### src/rtl/fetch_stage.sv
// rtl/fetch_stage.sv - instruction fetch stage with a single outstanding memory request
// Holds one output slot for the F/D register; redirects cancel in-flight responses via KILL.
module fetch_stage #(
  parameter logic [31:0] RESET_PC = 32'hbfc0_0000
) (
  input  logic        clk,
  input  logic        reset,
  input  logic        stall,
  input  logic        redirect_valid,
  input  logic [31:0] redirect_pc,
  output logic        ireq,
  output logic [31:0] iaddr,
  input  logic        iaddr_ok,
  input  logic        idata_ok,
  input  logic [31:0] irdata,
  output logic        out_valid,
  output logic [31:0] out_pc,
  output logic [31:0] out_instr,
  output logic        out_adel
);

  typedef enum logic [1:0] {S_REQ, S_WAIT, S_KILL, S_HOLD} state_t;

  state_t      state;
  logic [31:0] pc;
  logic        misaligned;

  assign misaligned = (pc[1:0] != 2'b00);
  assign ireq       = (state == S_REQ) && !misaligned;
  assign iaddr      = pc;

  always_ff @(posedge clk) begin
    if (reset) begin
      state     <= S_REQ;
      pc        <= RESET_PC;
      out_valid <= 1'b0;
      out_pc    <= 32'h0;
      out_instr <= 32'h0;
      out_adel  <= 1'b0;
    end else if (redirect_valid) begin
      pc        <= redirect_pc;
      out_valid <= 1'b0;
      // An accepted-but-unreturned request must be drained before issuing a new one
      case (state)
        S_REQ:   state <= ireq && iaddr_ok ? S_KILL : S_REQ;
        S_WAIT:  state <= idata_ok ? S_REQ : S_KILL;
        S_KILL:  state <= idata_ok ? S_REQ : S_KILL;
        default: state <= S_REQ;
      endcase
    end else begin
      case (state)
        S_REQ: begin
          if (misaligned) begin
            out_valid <= 1'b1;
            out_adel  <= 1'b1;
            out_pc    <= pc;
            out_instr <= 32'h0;
            state     <= S_HOLD;
          end else if (iaddr_ok) begin
            state <= S_WAIT;
          end
        end
        S_WAIT: begin
          if (idata_ok) begin
            out_valid <= 1'b1;
            out_adel  <= 1'b0;
            out_pc    <= pc;
            out_instr <= irdata;
            pc        <= pc + 32'd4;
            state     <= S_HOLD;
          end
        end
        S_KILL: begin
          if (idata_ok) state <= S_REQ;
        end
        default: begin
          if (!stall) begin
            out_valid <= 1'b0;
            state     <= S_REQ;
          end
        end
      endcase
    end
  end

endmodule

### config.mk
export PLATFORM = sky130hd
export DESIGN_NAME = fetch_stage
export DESIGN_NICKNAME = d
export VERILOG_FILES = /design/src/rtl/fetch_stage.sv
export SDC_FILE = /design/constraint.sdc
export NUM_CORES = 1
export LEC_CHECK = 0
export CAP_MARGIN = 25
export CORE_MARGIN = 2
export CORE_UTILIZATION = 40
export CTS_BUF_LIST = sky130_fd_sc_hd__clkbuf_16
export CTS_CLUSTER_SIZE = 12
export DETAILED_ROUTE_END_ITERATION = 6
export PLACE_DENSITY_LB_ADDON = 0.08
export SETUP_SLACK_MARGIN = 0.3
export SYNTH_ARGS = -nofsm -noshare
export SYNTH_HDL_FRONTEND = slang
export SYNTH_SLANG_ARGS = --single-unit
export TNS_END_PERCENT = 100
### constraint.sdc
create_clock -name clk -period 2.6 [get_ports clk]
set_input_delay 0.39 -clock clk [delete_from_list [all_inputs] [get_ports clk]]
set_output_delay 0.39 -clock clk [all_outputs]
set_load 0.01 [all_outputs]
==> flow_metrics.tcl <==
set metrics [dict create \
    slew_headroom_pct 62.66 \
    grt.total_usage_pct 23.05 \
    synth-seq-cells 100 \
    yosysSeqAreaShare_pct 44.91 \
    antenna_found_initial 0 \
    nets 791 \
    drt_iter0_drc 243 \
    mostFrequentLayoutCells "clkdlybuf4s50_1, nand2_1, dfxtp_1, a21oi_1, nand3_1" \
    viasPerCell 5.361 \
    syn_inst 566 \
    leakagePower_nw 2.218 \
    drive_above_1_share_pct 6.128 \
    avgSynthCellArea_um2 7.876 \
    hold_viol 0 \
    hpwl_um 9800 \
    crit_fanout 9 \
    cts_root_buffer "clkbuf_16" \
    cts_num_sinks 100 \
    synthesis.nets 641 \
    h-tree-depth 3 \
    timing.fmax_mhz 459.5 \
    die-area_mm2 0.01201 \
    dp_worst_setup_slack_ns 0.2479 \
    crit_arrival_ns 2.43 \
    ctsHoldBuffers 0 \
    maxCapViolations 0 \
    worst_pin_slew_ns 0.5550 \
    port-buffer-count 168 \
    fp-row-count 38 \
    start_kind "register" \
    outcome "complete, no violations" \
    synth_edf_count 0 \
    syn_area_mm2 0.004458 \
    layout_commonest_cell "clkdlybuf4s50_1" \
    wl_per_cell_um 16.21 \
    required_ns 2.85 \
    clock_path_buffers 2 \
    synth.distinct_cells 52 \
    ys_warn_count 0 \
    worst-setup-path-type "register to register" \
    async_flop_share_pct 0 \
    powerDensity_mw_per_mm2 581.5 \
    pin_count 169 \
    place.gp.congestion 0.8042 \
    rsz0062_at_grt "false" \
    grt_max_degree 67 \
    ir_drop_mv 0.3439 \
    post-route-period-util_pct 83.71 \
    skew_ns 0.004489 \
    drv_slew 0 \
    core_area_mm2 0.01084 \
    synth_ff_type "dfxtp_1" \
    start_util_pct 41.12 \
    ant_nets 0 \
    insertion_delay_ns 0.34 \
    path_clk_slew_ns 0.06 \
    setup_viol 0 \
    drt_wl_total_um 13910 \
    grt_pass1_vias 4228 \
    diodes 0 \
    cp-end-kind "register" \
    period_needed_ns 2.176 \
    drc 0 \
    cts_setup_buffers 0 \
    area_growth_pct 46.87 \
    setup_ws_ns 0.4236 \
    cts_tree "yes" \
    cts_buffers 9 \
    hold_class "register to register" \
    firstDrtPassIters 5 \
    dieWidth_um 109.6 \
    grt_pass1_wl_um 21560 \
    die_h_um 109.6 \
    holdWs_ns 0.4475 \
    fin_tns_setup_ns 0 \
    num_vias 4600 \
    globalRouteOverflowTotal 0 \
]
==> timing repair <==
| item | 4_1_cts | 5_1_grt |
|---|---|---|
| resized for setup | 2 | 4 |
| setup endpoints to repair | 1 | 7 |
| cloned | 0 | 0 |
==> where the power goes <==
part / total, mW / internal (mW) / switching (mW)
Sequential: 1.72 / 1.63 / 0.0975
Combinational: 0.809 / 0.397 / 0.412
Clock: 1.28 / 0.723 / 0.552
==> cell type report <==
| cell class | instances | area [um2] |
|---|---|---|
| repair buffers | 185 | 1831 |
| multi-input cells | 408 | 2223 |
| clock buffers | 9 | 225.2 |
| flip-flops and latches | 100 | 2003 |
| well taps | 140 | 175.2 |
| inverters | 12 | 45.04 |
| clock inverters | 4 | 45.04 |
| fillers | 993 | 4293 |
==> through the flow <==
step           total power [mW]  util [%]  cells  area (um2)
2_1_floorplan             2.137         -    566        4458
3_3_place_gp              2.552     57.81    845        6267
3_5_place_dp              2.569     57.81    845        6267
4_1_cts                   3.842     60.32    858        6539
5_1_grt                   3.981     60.40    858        6548
6_report                  3.807     60.40    858        6548
==> metal layers <==
layer,routed length [um],GRT usage [%],up-vias
li1,-,-,2278
met1,6073,29.47,2149
met2,6702,38.45,153
met3,913,5.276,20
met4,216,7.414,0
met5,0,0,-
==> state kept, by name, indices dropped and copies added, names as in the netlist <==
register,flops
iaddr,32
out_adel,1
out_instr,32
out_pc,32
out_valid,1
state,2
==> Yosys cell counts (5+ instances only) <==
cell	n	share of area [%]
nand2_1	121	10
dfxtp_1	100	45
a21oi_1	69	7.7
nand3_1	44	4.9
nor2_1	34	2.9
clkbuf_1	26	2.2
nor4_1	15	2.1
a211oi_1	14	2.4
nor3_1	13	1.5
inv_1	11	0.93
buf_1	10	0.84
or3_1	8	1.1
xnor2_1	8	1.6
a311oi_1	7	1.4
mux2i_1	7	1.6
o21ai_0	7	0.79
buf_2	6	0.67
nand4_1	6	0.84
nor2b_1	6	0.84
nor3b_1	6	1.0
ha_1	5	1.4
==> worst max-delay path: stages (launching register included) <==
cell,delay (ns)
dfxtp_1,0.47
nand4_2,0.31
or4_1,0.67
or3_1,0.41
a211oi_1,0.22
==> worst paths after layout <==
check	from	endpoint	slack [ns]	depth (start not counted)
max reg2reg	iaddr[10]$_SDFFE_PP0P_	iaddr[28]$_SDFFE_PP1P_	0.42	4
min	out_instr[20]$_SDFFE_PP0P_	out_instr[20]$_SDFFE_PP0P_	0.45	2
min reg2reg	out_instr[20]$_SDFFE_PP0P_	out_instr[20]$_SDFFE_PP0P_	0.45	2
max	iaddr[10]$_SDFFE_PP0P_	iaddr[28]$_SDFFE_PP1P_	0.42	4
==> cells by family (layout without fill, tap and decap cells) <==
kind of cell,after synthesis,count (layout),synth area share [%]
multiplexers,7,7,1.572
XOR/XNOR,8,8,1.572
flip-flops,100,100,44.91
adder cells (fa/ha/maj),5,5,1.403
AND/OR/NAND/NOR,272,272,28.99
buffers and inverters,58,210,5.585
AO/OA/AOI/OAI,116,116,15.97
Power figures use the tool's default switching activity.
